===== config.mk =====
export PLATFORM = sky130hd
export DESIGN_NAME = multiword_adder_ctrl_flat
export DESIGN_NICKNAME = d
export VERILOG_FILES = /design/src/rtl/multiword_adder_ctrl_if.sv /design/src/rtl/multiword_adder_ctrl.sv /design/src/flat_wrapper.sv
export SDC_FILE = /design/constraint.sdc
export NUM_CORES = 1
export LEC_CHECK = 0
export BUFFER_PORTS_ARGS = -buffer_cell sky130_fd_sc_hd__buf_2
export CAP_MARGIN = 20
export CORE_MARGIN = 2
export CORE_UTILIZATION = 48
export DETAILED_ROUTE_END_ITERATION = 6
export PLACE_DENSITY = 0.75
export SLEW_MARGIN = 40
export SYNTH_ARGS = -nofsm -noshare
export SYNTH_HDL_FRONTEND = slang
export SYNTH_SLANG_ARGS = --single-unit

===== constraint.sdc =====
create_clock -name clk -period 2.7 [get_ports clk]
set_input_delay 0 -clock clk [delete_from_list [all_inputs] [get_ports clk]]
set_output_delay 0 -clock clk [all_outputs]
set_load 0.03 [all_outputs]

===== src/rtl/multiword_adder_ctrl_if.sv =====
// Operand/result handshake bundle for the multiword adder sequencer.
// The producer/consumer side uses the master modport, the sequencer the slave.
interface multiword_adder_ctrl_if #(
  parameter int SIZE  = 4,
  parameter int WORDS = 4
);
  logic                  in_valid;
  logic                  in_ready;
  logic [WORDS*SIZE-1:0] a_in;
  logic [WORDS*SIZE-1:0] b_in;
  logic                  cin;
  logic                  sub;
  logic                  out_valid;
  logic                  out_ready;
  logic [WORDS*SIZE-1:0] sum_out;
  logic                  cout_out;
  logic                  ovf_out;
  logic                  busy;

  modport master (
    output in_valid, a_in, b_in, cin, sub, out_ready,
    input  in_ready, out_valid, sum_out, cout_out, ovf_out, busy
  );

  modport slave (
    input  in_valid, a_in, b_in, cin, sub, out_ready,
    output in_ready, out_valid, sum_out, cout_out, ovf_out, busy
  );
endinterface


===== src/rtl/multiword_adder_ctrl.sv =====
// Multiword add/subtract sequencer: one narrow ripple-carry adder is reused
// WORDS times, LSB chunk first, with the inter-chunk carry held in a register.
module ripple_carry_adder #(
  parameter int SIZE = 4
) (
  input  logic [SIZE-1:0] a_i,
  input  logic [SIZE-1:0] b_i,
  input  logic            cin_i,
  output logic [SIZE-1:0] s_o,
  output logic            cout_o,
  output logic            ovf_o
);
  logic            carry_s;
  logic [SIZE-1:0] bit_cout_s;

  // Classic ripple chain; the carries out of the top two bits give signed overflow.
  always_comb begin
    carry_s    = cin_i;
    s_o        = '0;
    bit_cout_s = '0;
    for (int i = 0; i < SIZE; i++) begin
      s_o[i]        = a_i[i] ^ b_i[i] ^ carry_s;
      bit_cout_s[i] = (a_i[i] & b_i[i]) | (carry_s & (a_i[i] ^ b_i[i]));
      carry_s       = bit_cout_s[i];
    end
    cout_o = bit_cout_s[SIZE-1];
    ovf_o  = bit_cout_s[SIZE-1] ^ bit_cout_s[SIZE-2];
  end
endmodule

module multiword_adder_ctrl #(
  parameter int SIZE  = 4,
  parameter int WORDS = 4
) (
  input logic                   clk,
  input logic                   rst,
  multiword_adder_ctrl_if.slave bus
);
  localparam int W    = WORDS * SIZE;
  localparam int IDXW = (WORDS > 1) ? $clog2(WORDS) : 1;
  localparam logic [IDXW-1:0] LAST_IDX = IDXW'(WORDS - 1);

  typedef enum logic [1:0] {
    IDLE = 2'd0,
    RUN  = 2'd1,
    DONE = 2'd2
  } state_t;

  state_t          state_q, state_d;
  logic [IDXW-1:0] idx_q, idx_d;
  logic            carry_q, carry_d;
  logic [W-1:0]    a_q, a_d;
  logic [W-1:0]    b_q, b_d;
  logic [W-1:0]    sum_q, sum_d;
  logic            cout_q, cout_d;
  logic            ovf_q, ovf_d;

  logic            in_ready_s;
  logic [SIZE-1:0] chunk_a_s;
  logic [SIZE-1:0] chunk_b_s;
  logic [SIZE-1:0] adder_sum_s;
  logic            adder_cout_s;
  logic            adder_ovf_s;

  // B is stored already inverted for subtraction, so the adder never sees 'sub'.
  assign chunk_a_s = a_q[idx_q*SIZE +: SIZE];
  assign chunk_b_s = b_q[idx_q*SIZE +: SIZE];

  ripple_carry_adder #(.SIZE(SIZE)) u_rca (
    .a_i    (chunk_a_s),
    .b_i    (chunk_b_s),
    .cin_i  (carry_q),
    .s_o    (adder_sum_s),
    .cout_o (adder_cout_s),
    .ovf_o  (adder_ovf_s)
  );

  assign in_ready_s    = (state_q == IDLE) && !rst;
  assign bus.in_ready  = in_ready_s;
  assign bus.out_valid = (state_q == DONE);
  assign bus.busy      = (state_q != IDLE);
  assign bus.sum_out   = sum_q;
  assign bus.cout_out  = cout_q;
  assign bus.ovf_out   = ovf_q;

  // Next-state logic: capture operands in IDLE, one chunk per cycle in RUN, hold in DONE.
  always_comb begin
    state_d = state_q;
    idx_d   = idx_q;
    carry_d = carry_q;
    a_d     = a_q;
    b_d     = b_q;
    sum_d   = sum_q;
    cout_d  = cout_q;
    ovf_d   = ovf_q;
    case (state_q)
      IDLE: begin
        if (bus.in_valid && in_ready_s) begin
          a_d     = bus.a_in;
          b_d     = bus.sub ? ~bus.b_in : bus.b_in;
          carry_d = bus.sub ? 1'b1 : bus.cin;
          idx_d   = '0;
          state_d = RUN;
        end else begin
          state_d = IDLE;
        end
      end
      RUN: begin
        sum_d[idx_q*SIZE +: SIZE] = adder_sum_s;
        carry_d = adder_cout_s;
        if (idx_q == LAST_IDX) begin
          cout_d  = adder_cout_s;
          ovf_d   = adder_ovf_s;
          idx_d   = '0;
          state_d = DONE;
        end else begin
          idx_d   = idx_q + IDXW'(1);
          state_d = RUN;
        end
      end
      DONE: begin
        if (bus.out_ready) begin
          state_d = IDLE;
        end else begin
          state_d = DONE;
        end
      end
      default: begin
        state_d = IDLE;
      end
    endcase
  end

  // State register; reset aborts any operation and clears every result field.
  always_ff @(posedge clk) begin
    if (rst) begin
      state_q <= IDLE;
      idx_q   <= '0;
      carry_q <= 1'b0;
      a_q     <= '0;
      b_q     <= '0;
      sum_q   <= '0;
      cout_q  <= 1'b0;
      ovf_q   <= 1'b0;
    end else begin
      state_q <= state_d;
      idx_q   <= idx_d;
      carry_q <= carry_d;
      a_q     <= a_d;
      b_q     <= b_d;
      sum_q   <= sum_d;
      cout_q  <= cout_d;
      ovf_q   <= ovf_d;
    end
  end
endmodule

===== src/flat_wrapper.sv =====
// flat-port wrapper written by rule: the top's interface ports become plain ports
module multiword_adder_ctrl_flat 
#(
  parameter int SIZE  = 4,
  parameter int WORDS = 4
)
  (clk, rst, bus_in_valid, bus_a_in, bus_b_in, bus_cin, bus_sub, bus_out_ready, bus_in_ready, bus_out_valid, bus_sum_out, bus_cout_out, bus_ovf_out, bus_busy);
  multiword_adder_ctrl_if #(.SIZE(SIZE), .WORDS(WORDS)) bus_i ();
  input logic clk;
  input logic rst;
  input wire logic [$bits(bus_i.in_valid)-1:0] bus_in_valid;
  input wire logic [$bits(bus_i.a_in)-1:0] bus_a_in;
  input wire logic [$bits(bus_i.b_in)-1:0] bus_b_in;
  input wire logic [$bits(bus_i.cin)-1:0] bus_cin;
  input wire logic [$bits(bus_i.sub)-1:0] bus_sub;
  input wire logic [$bits(bus_i.out_ready)-1:0] bus_out_ready;
  output wire logic [$bits(bus_i.in_ready)-1:0] bus_in_ready;
  output wire logic [$bits(bus_i.out_valid)-1:0] bus_out_valid;
  output wire logic [$bits(bus_i.sum_out)-1:0] bus_sum_out;
  output wire logic [$bits(bus_i.cout_out)-1:0] bus_cout_out;
  output wire logic [$bits(bus_i.ovf_out)-1:0] bus_ovf_out;
  output wire logic [$bits(bus_i.busy)-1:0] bus_busy;
  assign bus_i.in_valid = bus_in_valid;
  assign bus_i.a_in = bus_a_in;
  assign bus_i.b_in = bus_b_in;
  assign bus_i.cin = bus_cin;
  assign bus_i.sub = bus_sub;
  assign bus_i.out_ready = bus_out_ready;
  assign bus_in_ready = bus_i.in_ready;
  assign bus_out_valid = bus_i.out_valid;
  assign bus_sum_out = bus_i.sum_out;
  assign bus_cout_out = bus_i.cout_out;
  assign bus_ovf_out = bus_i.ovf_out;
  assign bus_busy = bus_i.busy;
  multiword_adder_ctrl #(.SIZE(SIZE), .WORDS(WORDS)) u_core (.clk(clk), .rst(rst), .bus(bus_i));
endmodule

==> summary.txt, run 1 <==
Outcome
  – Status: finished clean

Critical path
  – Crit path max-delay family: adder cells
  – Worst path most repeated cell: fa_2
  – Critical path required time: 2.93 ns
  – Crit path max fanout: 5
  – Crit path buf inv count: 2
  – Slowest stage cell, crit path: fa_2
  – Max stage delay on crit path: about 0.59 ns
  – Worst Setup Start Kind: register
  – Critical path arrival: 2.87 ns
  – CP Capture Type: register
  – Crit path cell chain: mux4_2 -> inv_2 -> fa_2 -> fa_2 -> inv_2 -> fa_2 -> fa_2 -> nand4_1 -> a21oi_1
  – Crit path kind: register to register

CTS
  – Root Buffer: clkbuf_8
  – CTS Sinks: 55
  – Skew-Pair Late Insertion Delay: 0.30 ns
  – Clk slew on worst S/H paths: 0.09 ns
  – H-tree depth: 2
  – TritonCTS Buffers: 5
  – TritonCTS clock tree: done
  – CTS Buffer Depth: 2

Synthesis
  – Cell variety after synth: 31
  – Post-synth top area share: 41.7%
  – Cell taking the most area after synthesis: dfxtp_1
  – Yosys reg bits: between 50 and 60
  – Sequential area share after synthesis: 41.7%
  – Post-synthesis area per instance: approximately 9.5 um^2
  – Net Count, Synth: 325
  – Post-synthesis instance total: 277
  – Syn. warnings: 0
  – Synth top area cells: dfxtp_1, nand3b_1, mux4_2, nand2_1, xnor2_1
  – Syn Std Cell Area: 2640 um^2

Run
  – MaxCap Viol Count: 0

Routing
  – ANT nets after route: 0
  – DRC viols: 0
  – Vias: 2,278
  – DRT Wirelength: 6.06 mm
  – DR WL/cell: between 10 and 15 um
  – Initial DRC Count: 128
  – First-pass iteration count of the detailed router: 4
  – Vias per inst: 5.24

Power
  – PD cells: 484 nW/um^2
  – P_leak: 1.43 nW
  – Maximum VDD drop: between 0.0003 and 0.0004 V
  – Post-route total power: roughly 0.0017 W

Layout
  – Fillers: 448
  – Register area: 1100 um^2
  – Multi-input gate area: between 1000 and 1500 um^2
  – Area grow syn2layout: 29.4%
  – Nets: 412
  – Layout cells sized above 1: 25.8%
  – Inserted Diodes: 0

Die
  – Cell Rows: 26
  – Die ar.: 6110 um^2
  – Vert. Die Dim: 78.1 um
  – Total core area: 5200 um^2
  – Io pins: 59
  – Die X: 78.1 um
  – Initial core utilization: between 50% and 60%

Place
  – Pre-CTS setup slack: -0.0162 ns
  – Placer Congestion: between 0.7 and 0.8
  – Detail Placement HPWL: about 4 mm
  – PortBufs: 58

Timing
  – Slew Limit Fails: 0
  – Minimum clock period: 2.64 ns
  – Setup Skew: 0.00523 ns
  – Fin. Hold Viols: 0
  – RSZ-0062 raised after global routing: yes
  – Tcrit/Tclk final: between 90% and 100%
  – Fmax: between 300 and 400 MHz
  – Final setup viols: 0
  – Relative slew slack: 59.3%
  – Worst-Margin Slew: between 0.6 and 0.7 ns
  – Final worst slack: 0.0581 ns

Global route
  – Grt ovf: 0
  – Vias in the first global route: roughly 2,300
  – GRT Util Overall: 20.7%
  – Antenna violations before repair: 0
  – First-pass GRT wire length: between 10 and 15 mm
  – Pin count of the biggest net entering global routing: 62

Hold path
  – Hold crit path type: primary input to register
-- where the power goes --
group / internal (W) / total (W) / leakage (nW) / switching [W]
sequential: 0.000855 / 0.000882 / 0.450 / 0.0000268
clock: 0.000183 / 0.000437 / 0.0422 / 0.000254
combinational: 0.000166 / 0.000333 / 0.934 / 0.000167
-- worst paths after layout --
check / depth (start not counted) / end / slack [ns] / startpoint
worst max-delay path: 9 / u_core.bus.sum_out[7] / 0.06 / u_core.idx_q[0]
worst min-delay path: 3 / u_core.b_q[12] / 0.02 / bus_b_in[12]
worst max register to register: 9 / u_core.bus.sum_out[7] / 0.06 / u_core.idx_q[0]
worst min register to register: 2 / u_core.bus.sum_out[5] / 0.45 / u_core.bus.sum_out[5]
-- synth_stat cells --
cell      count
dfxtp_1      55
nand2_1      41
nand3b_1     36
o21ai_1      17
xnor2_1      16
inv_1        13
buf_2        12
nor2_1       10
a21oi_1       8
a32oi_1       8
clkbuf_1      8
mux4_2        8
ha_1          6
nand2b_1      6
fa_1          4
nand3_1       4
nand4_1       4
o32ai_1       4
nor2b_1       3
a31oi_1       2
nor4bb_1      2
and2_1        1
buf_6         1
mux2i_1       1
nor3_1        1
nor4b_1       1
nor4b_4       1
or2_2         1
or4_1         1
or4b_1        1
xor2_1        1
-- logic make-up (layout without fill, tap and decap cells) --
| logic type | Yosys count | in the layout | synth area share (%) |
|---|---|---|---|
| and+or+nand+nor | 113 | 113 | 24.7 |
| DFF | 55 | 55 | 41.7 |
| AOI/OAI and AO/OA | 39 | 39 | 9.20 |
| buffers and inverters | 34 | 122 | 5.69 |
| xor gates and xnor gates | 17 | 17 | 5.64 |
| adders and majority gates | 10 | 10 | 5.88 |
| muxes | 9 | 9 | 7.21 |
-- per-layer routing --
metal / up-vias / global-route usage [%] / wire (um)
met5: - / 0 / 0
met4: 0 / 6.14 / 91
met3: 9 / 3.79 / 277
met2: 70 / 37.5 / 3060
met1: 1064 / 24.9 / 2640
li1: 1135 / - / -
-- timing repair --
action	in CTS	in global routing
pin swaps	4	6
setup buffers	1	0
hold buffers	32	0
endpoints found under the hold margin	32	0
resized for setup	6	0
endpoints found under the setup margin	4	5
-- per-stage QoR --
| step | TNS [ns] | instances | util, % | hold WS (ns) | area, um^2 |
|---|---|---|---|---|---|
| after global routing | -0.0333 | 435 | 65.6 | 0.0257 | 3410 |
| after global placement | 0 | 394 | 57.6 | 0.182 | 3000 |
| final | 0 | 435 | 65.6 | 0.0158 | 3410 |
| after detailed placement | -0.0392 | 394 | 57.6 | 0.189 | 3000 |
| after CTS | -0.00305 | 435 | 65.6 | 0.0170 | 3410 |
| after floorplan | 0 | 277 | - | 0.0989 | 2650 |
-- worst register-to-register path, delay by kind of cell, from the launching register on --
family	cells	cell delay, ns
and+or+nand+nor	1	0.10
buffers and inverters	2	0.12
adders and majority gates	4	1.33
AOI/OAI and AO/OA	1	0.14
muxes	1	0.51
DFF	1	0.40
-- registers in the layout, summed over array words and instances (netlist names) --
signal and flops:
u_core.a_q 16, u_core.carry_q 1, u_core.bus.ovf_out 1, u_core.bus.sum_out 16, u_core.bus.cout_out 1, u_core.state_q 2
u_core.idx_q 2, u_core.b_q 16
-- cells in the final DEF (no fill, tap or decap), drive strengths merged, types with 6 or more instances in the layout --
cell type / n
nand3b: 36
a32oi: 8
nand2: 41
buf: 69
nand2b: 6
a21oi: 8
nor2: 10
mux4: 8
ha: 6
dfxtp: 55
dlygate4sd3: 32
inv: 13
xnor2: 16
o21ai: 17
clkbuf: 7
-- layout make-up --
cell class	count	share of cell area [%]
Clock inverter	1	0.147
Inverter	13	1.43
Clock buffer	7	2.24
Sequential cell	55	32.4
Tap cell	70	2.57
Multi-Input combinational cell	188	40.9
Timing Repair Buffer	101	20.3
No activity file was read; power rests on OpenSTA's default activity.
==> run 2: changes to the inputs <==
--- a/config.mk
+++ b/config.mk
@@ -8,9 +8,10 @@
 export BUFFER_PORTS_ARGS = -buffer_cell sky130_fd_sc_hd__buf_2
 export CAP_MARGIN = 20
 export CORE_MARGIN = 2
-export CORE_UTILIZATION = 48
+export CORE_UTILIZATION = 50
+export CTS_BUF_LIST = sky130_fd_sc_hd__clkbuf_4
 export DETAILED_ROUTE_END_ITERATION = 6
-export PLACE_DENSITY = 0.75
+export PLACE_DENSITY = 0.78
 export SLEW_MARGIN = 40
 export SYNTH_ARGS = -nofsm -noshare
 export SYNTH_HDL_FRONTEND = slang
==> summary.txt, run 2 (synthesis gave the netlist of run 1 again) <==
Outcome
  – Status: finished clean

Layout
  – Most common cell after layout, fill and taps aside: buf_2
  – Area grow syn2layout: 29.5%
  – Nets: 414 (+0.49%)
  – Fillers: 429 (-4.2%)
  – Layout Cells excl Fill: 437 (+0.46%)
  – Final Util: 66.9% (+1.3 points)
  – Inserted Diodes: 0 (unchanged)
  – Layout cells sized above 1: 25.1% (-0.69 points)
  – Most frequent cells in the layout: buf_2, dfxtp_1, nand2_1, nand3b_1, dlygate4sd3_1

Timing
  – Minimum clock period: 2.64 ns (+0.0000640 ns)
  – Fin. Hold Viols: 0 (unchanged)
  – Relative slew slack: 51.4% (-7.9 points)
  – Setup Skew: 0.0176 ns (+0.0124 ns)
  – Fmax: 379 MHz (about the same)
  – Slew Limit Fails: 0 (unchanged)
  – RSZ-0062 raised after global routing: yes
  – Tcrit/Tclk final: 97.9% (about the same)
  – Final setup viols: 0 (unchanged)
  – Worst-Margin Slew: 0.719 ns (+0.110 ns)

Die
  – Io pins: 59 (unchanged)
  – Total core area: 5110 um^2 (-1.9%)
  – Vert. Die Dim: 76.6 um (-1.9%)
  – Die ar.: 5870 um^2 (-3.8%)
  – Die X: 76.6 um (-1.9%)
  – Cell Rows: 26 (unchanged)
  – Initial core utilization: 51.7% (+0.97 points)

Critical path
  – Crit path max fanout: 4 (-1)
  – Worst Setup Start Kind: register
  – Critical path arrival: 2.96 ns (+0.09 ns)
  – Max stage delay on crit path: 0.60 ns (about the same)
  – Critical path required time: 3.01 ns (+0.08 ns)
  – Crit path cell chain: mux4_2 -> inv_2 -> fa_2 -> fa_1 -> inv_1 -> fa_2 -> fa_2 -> nand4_1 -> a21oi_1
  – Crit path kind: register to register
  – Crit path buf inv count: 2 (unchanged)
  – Slowest stage cell, crit path: fa_2
  – Worst path most repeated cell: fa_2
  – Crit path max-delay family: adder cells
  – CP Capture Type: register

Routing
  – DR WL/cell: 14.1 um (+1.0%)
  – First-pass iteration count of the detailed router: 4 (unchanged)
  – DRT Wirelength: 6.16 mm (+1.5%)
  – Initial DRC Count: 139 (+8.6%)
  – Vias per inst: 5.23 (-0.15%)
  – ANT nets after route: 0 (unchanged)
  – Vias: 2,285 (+0.31%)
  – DRC viols: 0 (unchanged)

CTS
  – Skew-Pair Late Insertion Delay: 0.37 ns (+0.07 ns)
  – TritonCTS clock tree: done
  – H-tree depth: 2 (unchanged)
  – TritonCTS Buffers: 5 (unchanged)
  – CTS Sinks: 55 (unchanged)
  – Clk slew on worst S/H paths: 0.16 ns (+0.07 ns)
  – CTS Buffer Depth: 2 (unchanged)
  – Root Buffer: clkbuf_4

Global route
  – Vias in the first global route: 2,265 (-0.088%)
  – Pin count of the biggest net entering global routing: 62 (unchanged)
  – Grt ovf: 0 (unchanged)
  – Antenna violations before repair: 0 (unchanged)
  – First-pass GRT wire length: 10.2 mm (+0.21%)
  – GRT Util Overall: 21.6% (+0.96 points)

Power
  – PD cells: 461 nW/um^2 (-4.7%)
  – P_leak: 1.42 nW (about the same)
  – Maximum VDD drop: 0.000384 V (+17%)

Place
  – PortBufs: 58 (unchanged)
  – Placed Instances: 393 (-0.25%)
  – Detail Placement HPWL: 3.91 mm (-0.16%)
  – Placer Congestion: 0.826 (+4.1%)

Hold path
  – Hold crit path type: primary input to register

Run
  – MaxCap Viol Count: 0 (unchanged)
## run 2: final cells by class
cell class | count | area, um^2 | area share [%]
inverter | 13 | 48.8 | 1.43
clock inverter | 3 | 20.0 | 0.586
timing repair buffer | 103 | 716 | 20.9
clock buffer | 5 | 37.5 | 1.10
tap | 70 | 87.6 | 2.56
sequential | 55 | 1100 | 32.3
multi-input combinational | 188 | 1400 | 41.0
## run 2: layer usage
layer | up-vias | part of all wire, % | GRT usage [%] | wire length [um]
met5 | - | 0 | 0 | 0
li1 | 1138 | - | - | -
met3 | 13 | 3.5 | 3.91 | 214
met1 | 1068 | 42 | 24.8 | 2610
met4 | 0 | 2.2 | 8.91 | 135
met2 | 66 | 52 | 39.5 | 3190
## run 2: through the flow
| step | setup TNS (ns) | instance area, um^2 | hold slack, ns | setup WS [ns] | total power (W) |
|---|---|---|---|---|---|
| after floorplan | 0 | 2650 | 0.0989 | 0.00581 | 0.00110 |
| after global placement | 0 | 2990 | 0.184 | 0.0761 | 0.00118 |
| after detailed placement | 0 | 2990 | 0.184 | 0.0148 | 0.00118 |
| after CTS | 0 | 3410 | 0.157 | 0.00230 | 0.00157 |
| after global routing | -0.0422 | 3420 | 0.165 | -0.0225 | 0.00165 |
| final | 0 | 3420 | 0.145 | 0.0580 | 0.00158 |
## run 2: path summary, 6_finish.rpt
path,start,depth (start not counted),end,slack (ns)
setup reg to reg,u_core.idx_q[0],9,u_core.bus.sum_out[7],0.06
setup / recovery,u_core.idx_q[0],9,u_core.bus.sum_out[7],0.06
hold / removal,bus_sub,3,u_core.b_q[11],0.14
hold reg to reg,u_core.bus.cout_out,2,u_core.bus.cout_out,0.46
## run 2: worst register-to-register path: cells and delay by family, from the launching register on
kind | cells | cell delay (ns)
fa+ha+maj | 4 | 1.31
compound gates | 1 | 0.13
flops | 1 | 0.41
mux | 1 | 0.50
simple gates | 1 | 0.11
buf+inv | 2 | 0.13
## run 2: where the power goes
part / switching, W / internal (W) / total (W)
Sequential: 0.0000321 / 0.000857 / 0.000889
Combinational: 0.000163 / 0.000166 / 0.000329
Clock: 0.000258 / 0.000101 / 0.000359
## run 2: repair_timing
action                                 CTS  global route
pin swaps                                3             5
gates resized for setup                  2             3
endpoints found under the hold margin   35             0
setup endpoints to repair                3             5
setup buffers                            1             0
hold buffers                            35             0
